## src/rtl/rpi_sample_buffer_if.sv

```systemverilog
// rpi_sample_buffer_if: stereo sample input and Raspberry Pi serial burst port.
interface rpi_sample_buffer_if #(
   parameter int SAMPLE_W = 16,
   parameter int DEPTH = 16
);
   logic [SAMPLE_W-1:0] sample_l;
   logic [SAMPLE_W-1:0] sample_r;
   logic sample_valid;
   logic rpi_clk;
   logic interrupt_enable;
   logic rpi_data;
   logic [$clog2(DEPTH):0] level;
   logic overflow;
   modport master (
      output sample_l, sample_r, sample_valid, rpi_clk,
      input interrupt_enable, rpi_data, level, overflow
   );
   modport slave (
      input sample_l, sample_r, sample_valid, rpi_clk,
      output interrupt_enable, rpi_data, level, overflow
   );
endinterface

```

## src/rtl/rpi_sample_buffer.sv

```systemverilog
// rpi_sample_buffer: stereo frame FIFO drained to a Raspberry Pi in WATERMARK-frame serial bursts.
module rpi_sample_buffer #(
   parameter int SAMPLE_W = 16,
   parameter int DEPTH = 16,
   parameter int WATERMARK = 8
) (
   input logic clk_in,
   input logic reset,
   rpi_sample_buffer_if.slave bus
);
   localparam int AW = $clog2(DEPTH);
   localparam int FW = 2 * SAMPLE_W;
   localparam int BW = $clog2(FW);
   typedef logic [AW:0] lvl_t;
   typedef logic [BW-1:0] bit_t;
   typedef enum logic [1:0] {IDLE, LOAD, SHIFT, DONE} state_t;
   state_t state;
   logic [FW-1:0] mem [DEPTH];
   logic [AW-1:0] wr_ptr;
   logic [AW-1:0] rd_ptr;
   lvl_t level;
   lvl_t frame_cnt;
   bit_t bit_cnt;
   logic [FW-1:0] sh;
   logic [2:0] sync;
   logic fall;
   logic overflow;
   logic ie;
   logic full;
   logic last_bit;
   logic last_frame;
   logic pop;
   logic wr;
   assign full = level == lvl_t'(DEPTH);
   assign last_bit = bit_cnt == bit_t'(FW - 1);
   assign last_frame = frame_cnt == lvl_t'(WATERMARK - 1);
   assign pop = state == LOAD || (state == SHIFT && fall && last_bit && !last_frame);
   // A pop in the same cycle frees a slot, so a full FIFO still accepts the write
   assign wr = bus.sample_valid && (!full || pop);
   assign bus.level = level;
   assign bus.overflow = overflow;
   assign bus.interrupt_enable = ie;
   assign bus.rpi_data = state == SHIFT && sh[FW-1];
   always_ff @(posedge clk_in)
      if (wr) mem[wr_ptr] <= {bus.sample_l, bus.sample_r};
   always_ff @(posedge clk_in or posedge reset)
      if (reset) begin
         state <= IDLE;
         wr_ptr <= '0;
         rd_ptr <= '0;
         level <= '0;
         overflow <= 1'b0;
         sh <= '0;
         bit_cnt <= '0;
         frame_cnt <= '0;
         sync <= '0;
         fall <= 1'b0;
         ie <= 1'b0;
      end else begin
         sync <= {sync[1:0], bus.rpi_clk};
         fall <= sync[2] & ~sync[1];
         wr_ptr <= wr ? wr_ptr + 1'b1 : wr_ptr;
         rd_ptr <= pop ? rd_ptr + 1'b1 : rd_ptr;
         level <= level + lvl_t'(wr) - lvl_t'(pop);
         overflow <= overflow | (bus.sample_valid & ~wr);
         sh <= pop ? mem[rd_ptr] : (state == SHIFT && fall) ? sh << 1 : sh;
         case (state)
            IDLE: state <= level >= lvl_t'(WATERMARK) ? LOAD : IDLE;
            LOAD: begin
               bit_cnt <= '0;
               frame_cnt <= '0;
               ie <= 1'b1;
               state <= SHIFT;
            end
            SHIFT: if (fall) begin
               bit_cnt <= last_bit ? '0 : bit_cnt + 1'b1;
               frame_cnt <= last_bit ? frame_cnt + 1'b1 : frame_cnt;
               ie <= !(last_bit && last_frame);
               state <= last_bit && last_frame ? DONE : SHIFT;
            end
            DONE: begin
               ie <= 1'b0;
               state <= IDLE;
            end
         endcase
      end
endmodule
```

## src/flat_wrapper.sv

```systemverilog
// flat-port wrapper written by rule: the top's interface ports become plain ports
module rpi_sample_buffer_flat 
#(
   parameter int SAMPLE_W = 16,
   parameter int DEPTH = 16,
   parameter int WATERMARK = 8
)
  (clk_in, reset, bus_sample_l, bus_sample_r, bus_sample_valid, bus_rpi_clk, bus_interrupt_enable, bus_rpi_data, bus_level, bus_overflow);
  rpi_sample_buffer_if #(.SAMPLE_W(SAMPLE_W), .DEPTH(DEPTH)) bus_i ();
  input logic clk_in;
  input logic reset;
  input wire logic [$bits(bus_i.sample_l)-1:0] bus_sample_l;
  input wire logic [$bits(bus_i.sample_r)-1:0] bus_sample_r;
  input wire logic [$bits(bus_i.sample_valid)-1:0] bus_sample_valid;
  input wire logic [$bits(bus_i.rpi_clk)-1:0] bus_rpi_clk;
  output wire logic [$bits(bus_i.interrupt_enable)-1:0] bus_interrupt_enable;
  output wire logic [$bits(bus_i.rpi_data)-1:0] bus_rpi_data;
  output wire logic [$bits(bus_i.level)-1:0] bus_level;
  output wire logic [$bits(bus_i.overflow)-1:0] bus_overflow;
  assign bus_i.sample_l = bus_sample_l;
  assign bus_i.sample_r = bus_sample_r;
  assign bus_i.sample_valid = bus_sample_valid;
  assign bus_i.rpi_clk = bus_rpi_clk;
  assign bus_interrupt_enable = bus_i.interrupt_enable;
  assign bus_rpi_data = bus_i.rpi_data;
  assign bus_level = bus_i.level;
  assign bus_overflow = bus_i.overflow;
  rpi_sample_buffer #(.SAMPLE_W(SAMPLE_W), .DEPTH(DEPTH), .WATERMARK(WATERMARK)) u_core (.clk_in(clk_in), .reset(reset), .bus(bus_i));
endmodule
```

## config.mk

```make
export PLATFORM = sky130hd
export DESIGN_NAME = rpi_sample_buffer_flat
export DESIGN_NICKNAME = d
export VERILOG_FILES = /design/src/rtl/rpi_sample_buffer_if.sv /design/src/rtl/rpi_sample_buffer.sv /design/src/flat_wrapper.sv
export SDC_FILE = /design/constraint.sdc
export NUM_CORES = 1
export LEC_CHECK = 0
export ABC_CLOCK_PERIOD_IN_PS = 5700
export CAP_MARGIN = 10
export CORE_MARGIN = 3
export CORE_UTILIZATION = 56
export DETAILED_ROUTE_END_ITERATION = 10
export GPL_ROUTABILITY_DRIVEN = 0
export GPL_TIMING_DRIVEN = 1
export MAX_ROUTING_LAYER = met4
export PLACE_DENSITY_LB_ADDON = 0.15
export SYNTH_ARGS = -nofsm -noshare
export SYNTH_HDL_FRONTEND = slang
export SYNTH_SLANG_ARGS = --single-unit
```

## constraint.sdc

```tcl
create_clock -name clk_in -period 5.7 [get_ports clk_in]
set_input_delay 1.14 -clock clk_in [delete_from_list [all_inputs] [get_ports clk_in]]
set_output_delay 1.14 -clock clk_in [all_outputs]
set_load 0.02 [all_outputs]
```

==> reports/results.ini, run 1 <==
[sta]
fin_tns_setup_ns=0
final_hold_viol_count=0
setup_viol=0
fin_skew_ns=0.0221
period_needed_ns=3.82
maxSlewViolCount=0
slew_headroom=0.214
rsz0062_at_grt=false
max_slew.worst_pin.slew_ns=1.18
clock.fmax_mhz=262
fin_crit_sh=0.670

[route]
vias=10880
drt-wirelength-per-cell_um=27.1
drc=0
firstDrtPassIters=5
postRouteAntennaNets=0
via_per_inst=6.36
drt_iter0_drc=1048
drt_wl_total_mm=46.4

[logic_synthesis]
synthFlopType=edfxtp_1
netlist_area_um2=22700
synth_cell_types=48
synth_seq_cells=575
synth-edff-count=512
synth_nets=1140
avgSynthCellArea_um2=20.9
ys_seq_area_frac=0.748
ys.warnings.count=0
async_flop_share=0.110
syn_inst=1083

[setup_path]
rr_startpoint=u_core.bit_cnt[0]
start_kind=flop
worstPathMaxFanout=72
cp.required_ns=6.22
crit_arrival_ns=4.34
critPathKind=reg2reg
reg2reg_slack_ns=1.88
end_kind=flop
critPathLaunch=u_core.bit_cnt[0]
reg2reg_to=u_core.bus.level[4]
worst_r2r_path_depth=15

[cts]
numCtsBuffers=57
cts_max_level=2
clock-sinks=575
cts_tree=yes
cts-root-buf=clkbuf_16
hold_buffers=0
clk_latency_ns=0.60
cts_buffer_depth=3
post_cts_resized=0
post_cts_buffers=0
path_clk_slew_ns=0.07

[pwr]
power.density_nw_per_um2=501
ir_drop_mv=0.420
p_leak_nw=8.55
power_mw=12.9

[finish]
n_antenna_cell=0
nets=1195
fill_cells=2650
drive_gt1_frac=0.254
mostFrequentLayoutCell=edfxtp_1
mostFrequentLayoutCells=edfxtp_1 (512), mux4_2 (126), dfrtp_1 (60)
areaGrowthSynthToFinish_pct=13.4

[global_routing]
grt_first_pass_wirelength_mm=71.6
grt_use_total=0.227
grt_antenna_before_repair=0
grt_overflow=0
grt_max_degree=128
grt_pass1_vias=11377

[floorplanning]
ios=44
die_x_um=207
core_um2=39800
dieArea_um2=42900
row_count=73
start_util=0.569
fp.dieH_um=207

[worst_hold_path]
holdCritStartpoint=u_core.sync[0]
whs_endpoint=u_core.sync[1]
whs_path_depth=0
min_path_type=reg2reg

[placement]
port_buffers=43
place_hpwl_mm=24.9

[run]
cap_violations=0

[run_status]
status=complete, no violations

## worst max-delay path: stages, from the launching register on
cell	delay, ns
dfrtp_1	0.38
ha_1	0.21
and3_1	0.17
ha_1	0.32
and3_4	0.27
a21o_4	0.12
buf_4	0.74
ha_1	0.38
inv_1	0.06
ha_1	0.17
inv_1	0.07
fa_1	0.42
inv_1	0.07
a21oi_1	0.07
o21bai_1	0.15
xnor2_1	0.13
## logic make-up after synthesis
logic type	synth area share
buf+inv	0.0197
fa+ha+maj	0.0119
compound gates	0.0477
simple gates	0.0256
flops	0.748
xor+xnor	0.00387
mux	0.143
## per-layer routing
layer,vias up,track usage,wire (um)
met5,-,-,0
met4,0,0.0700,1230
met3,84,0.0451,3110
met2,354,0.338,21900
met1,5797,0.326,20200
li1,4645,-,-
## where the power goes
part | switching (mW) | internal [mW] | total, mW
logic | 1.92 | 1.59 | 3.51
clock network | 1.54 | 2.35 | 3.89
registers | 0.310 | 5.17 | 5.48
## synth_stat cells, types with 2 or more instances
library cell	number	area share
edfxtp_1	512	0.68
mux4_2	126	0.13
dfrtp_1	63	0.070
o22ai_1	35	0.0097
and3_1	33	0.0091
a211oi_1	31	0.010
mux2i_1	31	0.014
a221oi_2	29	0.019
clkbuf_1	29	0.0048
ha_1	20	0.011
inv_1	19	0.0031
buf_2	17	0.0038
nand2_1	15	0.0025
buf_4	11	0.0036
nor2_1	10	0.0017
o21ai_0	10	0.0022
nand3_1	9	0.0020
mux2_2	8	0.0040
buf_1	7	0.0012
xnor2_1	7	0.0027
buf_6	6	0.0030
nor3_1	6	0.0013
and4b_1	5	0.0022
nand2b_1	5	0.0014
nand4_1	4	0.0011
nor4b_1	4	0.0015
a21oi_1	3	0.00066
xor2_1	3	0.0012
a21o_1	2	0.00066
a221oi_1	2	0.00077
a32o_1	2	0.00088
nor2b_1	2	0.00055
o21bai_1	2	0.00066
## metrics by stage
step	setup WS [ns]	instance area, um2	util	hold slack, ns	instances
after global routing	1.63	25700	0.645	0.385	1712
after global placement	2.02	23700	0.595	0.339	1603
after CTS	1.88	25700	0.645	0.357	1711
final	1.88	25700	0.645	0.355	1712
after detailed placement	1.94	23700	0.595	0.340	1603
after floorplan	0.188	22700	-	0.331	1083
## flip-flops by register name, summed over array words and instances, names as in the netlist, 2 cells and up
signal and count:
u_core.sh 32, u_core.bit_cnt 5, u_core.frame_cnt 5, u_core.wr_ptr 4
u_core.bus.level 5, u_core.mem 512, u_core.rd_ptr 4, u_core.sync 3
u_core.state 2
## worst max-delay path by stage
stage	cells past startpoint	slack, ns	to
6_report	15	1.88	u_core.bus.level[4]
3_5_place_dp	15	1.94	u_core.bus.level[4]
4_1_cts	5	1.88	bus_rpi_data
2_1_floorplan	10	0.19	u_core.mem[0][0]
5_1_grt	15	1.63	u_core.bus.level[4]
3_3_place_gp	4	2.02	u_core.mem[9][1]
## layout make-up
cell class                 instances  area (um2)  share of cell area
tap                              525         657              0.0256
inverter                          20        75.1             0.00292
sequential                       575       17000               0.660
clock buffer                      75        1610              0.0625
timing repair buffer              66         666              0.0259
multi-input combinational        418        5340               0.208
clock inverter                    33         382              0.0149
No activity file was read; power rests on OpenSTA's default activity.
==> run 2, diff against run 1 <==
--- a/config.mk
+++ b/config.mk
@@ -5,7 +5,7 @@
 export SDC_FILE = /design/constraint.sdc
 export NUM_CORES = 1
 export LEC_CHECK = 0
-export ABC_CLOCK_PERIOD_IN_PS = 5700
+export ABC_CLOCK_PERIOD_IN_PS = 3500
 export CAP_MARGIN = 10
 export CORE_MARGIN = 3
 export CORE_UTILIZATION = 56
==> constraint.sdc (replaced) <==
create_clock -name clk_in -period 3.5 [get_ports clk_in]
set_input_delay 0.7 -clock clk_in [delete_from_list [all_inputs] [get_ports clk_in]]
set_output_delay 0.7 -clock clk_in [all_outputs]
set_load 0.02 [all_outputs]
==> run 2 against run 1 <==
Net effect: sequential share of layout area shrank 0.50 points; flip-flop and latch count is the same; via count shrank 0.83%; total power grew 63%; clock skew shrank 0.0068 ns; sequential power grew 64%; non-clock buffer count grew 13; cell count grew 0.82%; combinational power grew 62%; design area grew 0.76%; wire length shrank 0.71%; core utilization grew 0.49 points; largest power group unchanged.
==> reports/results.ini, run 2 (synthesis results as in run 1) <==
[setup_path]
cpPeakStageDelay_ns=0.65  ; was 0.74 ns
worstPathMaxFanout=44  ; was 72
crit_family=buffers and inverters  ; was adder cells
critPathKind=reg2out  ; was reg2reg
path_buf_inv=3  ; was 4
rr_startpoint=u_core.bit_cnt[0]  ; unchanged
crit_arrival_ns=2.69  ; was 4.34 ns
cp_cell_sequence=inv_1 > ha_1 > buf_4 > and2_1 > clkdlybuf4s50_1  ; was ha_1 > and3_1 > ha_1 > and3_4 > a21o_4 > buf_4 > ha_1 > inv_1 > ha_1 > inv_1 > fa_1 > inv_1 > a21oi_1 > o21bai_1 > xnor2_1
reg2reg_slack_ns=0.32  ; was 1.88 ns
start_kind=flop  ; unchanged
reg2reg_to=u_core.sh[18]  ; was u_core.bus.level[4]
cp.required_ns=2.80  ; was 6.22 ns
end_kind=output pin  ; was flop
worst_r2r_path_depth=8  ; was 15
cp_slowest_cell=clkdlybuf4s50_1  ; was buf_4

[sta]
clock.fmax_mhz=295
fin_skew_ns=0.0153  ; was 0.0221 ns
max_slew.worst_pin.slew_ns=1.03  ; was 1.18 ns
layout_setup_ws_ns=0.107  ; was 1.88 ns
setup_viol=0  ; unchanged
maxSlewViolCount=0  ; unchanged
rsz0062_at_grt=false  ; unchanged
final_hold_viol_count=0  ; unchanged
period_needed_ns=3.39
slew_headroom=0.315  ; was 0.214
fin_tns_setup_ns=0  ; unchanged
fin_crit_sh=0.969

[finish]
nets=1208  ; was 1195
stdcell_area_um2=25900  ; was 25700 um2
top_register=u_core.mem  ; unchanged
areaGrowthSynthToFinish_pct=14.3  ; was 13.4%
drive_gt1_frac=0.269  ; was 0.254
reg_top3=u_core.mem (512), u_core.sh (32)  ; unchanged
finalCoreUtilization=0.650  ; was 0.645
largest_reg_flops=512  ; unchanged
mostFrequentLayoutCells=edfxtp_1 (512), mux4_2 (126), dfrtp_1 (60)  ; unchanged
mostFrequentLayoutCell=edfxtp_1  ; unchanged

[cts]
cts_max_level=2  ; unchanged
cts-root-buf=clkbuf_16  ; unchanged
hold_buffers=0  ; unchanged
post_cts_resized=0  ; unchanged
cts_tree=yes  ; unchanged
post_cts_buffers=0  ; unchanged
clock-sinks=575  ; unchanged
numCtsBuffers=57  ; unchanged
cts_buffer_depth=3  ; unchanged
path_clk_slew_ns=0.06  ; was 0.07 ns
clk_latency_ns=0.61  ; was 0.60 ns

[floorplanning]
core_um2=39800  ; unchanged
row_count=73  ; unchanged
start_util=0.569  ; unchanged
dieArea_um2=42900  ; unchanged
die_x_um=207  ; unchanged
ios=44  ; unchanged
fp.dieH_um=207  ; unchanged

[global_routing]
grt_antenna_before_repair=1  ; was 0
grt_max_degree=72  ; was 128
grt_first_pass_wirelength_mm=71.2  ; was 71.6 mm
grt_overflow=0  ; unchanged
grt_pass1_vias=11386  ; was 11377
grt_use_total=0.226  ; was 0.227

[pwr]
power.density_nw_per_um2=811  ; was 501 nW/um2
ir_drop_mv=0.482  ; was 0.420 mV
p_leak_nw=8.64  ; was 8.55 nW
power_mw=21.0  ; was 12.9 mW

[worst_hold_path]
whs_endpoint=u_core.sync[1]  ; unchanged
holdCritStartpoint=u_core.sync[0]  ; unchanged
whs_path_depth=0  ; unchanged
min_path_type=reg2reg  ; unchanged

[run]
cap_violations=0  ; unchanged

[route]
drt-wirelength-per-cell_um=26.7  ; was 27.1 um
drt_wl_total_mm=46.1  ; was 46.4 mm
drt_iter0_drc=1160  ; was 1048
via_per_inst=6.25  ; was 6.36
firstDrtPassIters=5  ; unchanged
vias=10790  ; was 10880
drc=0  ; unchanged
postRouteAntennaNets=0  ; unchanged

[placement]
dpl_cell_area_um2=23900  ; was 23700 um2
port_buffers=43  ; unchanged
place_hpwl_mm=25.3  ; was 24.9 mm
place_ws_ns=0.355  ; was 1.94 ns

[run_status]
status=complete, no violations  ; unchanged

-- run 2: cell types whose count changed in the layout (fill, tap and decap cells not counted), sizes merged --
cell and delta:
clkinvlp +3, buf +13, clkinv +4, diode +1
clkbuf -4, inv -3
-- run 2: how the worst max path moves through the flow --
stage,to,from,slack (ns),cells past startpoint
after global routing,bus_rpi_data,u_core.state[0],0.01,5
after CTS,bus_rpi_data,u_core.state[0],0.07,5
after floorplan,u_core.mem[4][0],u_core.bit_cnt[0],-0.87,10
final,bus_rpi_data,u_core.state[0],0.11,5
after global placement,u_core.mem[5][30],bus_sample_valid,0.38,4
after detailed placement,u_core.sh[18],u_core.bit_cnt[0],0.35,8
-- run 2: cell type report --
type	instances	area (um2)
Sequential cell	575	17000
Fill cell	2651	13900
Multi-Input combinational cell	418	5380
Clock buffer	71	1550
Timing Repair Buffer	79	838
Tap cell	525	657
Clock inverter	37	424
Inverter	20	76.3
Antenna cell	1	2.50
-- run 2: metal layers --
| metal | routed length [um] | up-vias | share of wire | track usage |
|---|---|---|---|---|
| met5 | 0 | - | 0 | - |
| met3 | 2520 | 62 | 0.055 | 0.0368 |
| li1 | - | 4677 | - | - |
| met2 | 23100 | 313 | 0.50 | 0.356 |
| met4 | 696 | 0 | 0.015 | 0.0566 |
| met1 | 19800 | 5738 | 0.43 | 0.317 |
-- run 2: where the power goes --
| group | internal [mW] | switching (mW) | total (mW) |
|---|---|---|---|
| Sequential | 8.41 | 0.602 | 9.01 |
| Combinational | 2.67 | 3.02 | 5.69 |
| Clock | 3.74 | 2.54 | 6.28 |
-- run 2: per-stage QoR --
step,std cells,hold WS (ns)
after floorplan,1083,0.331
after global placement,1617,0.392
after detailed placement,1617,0.382
after CTS,1725,0.401
after global routing,1726,0.404
final,1726,0.391
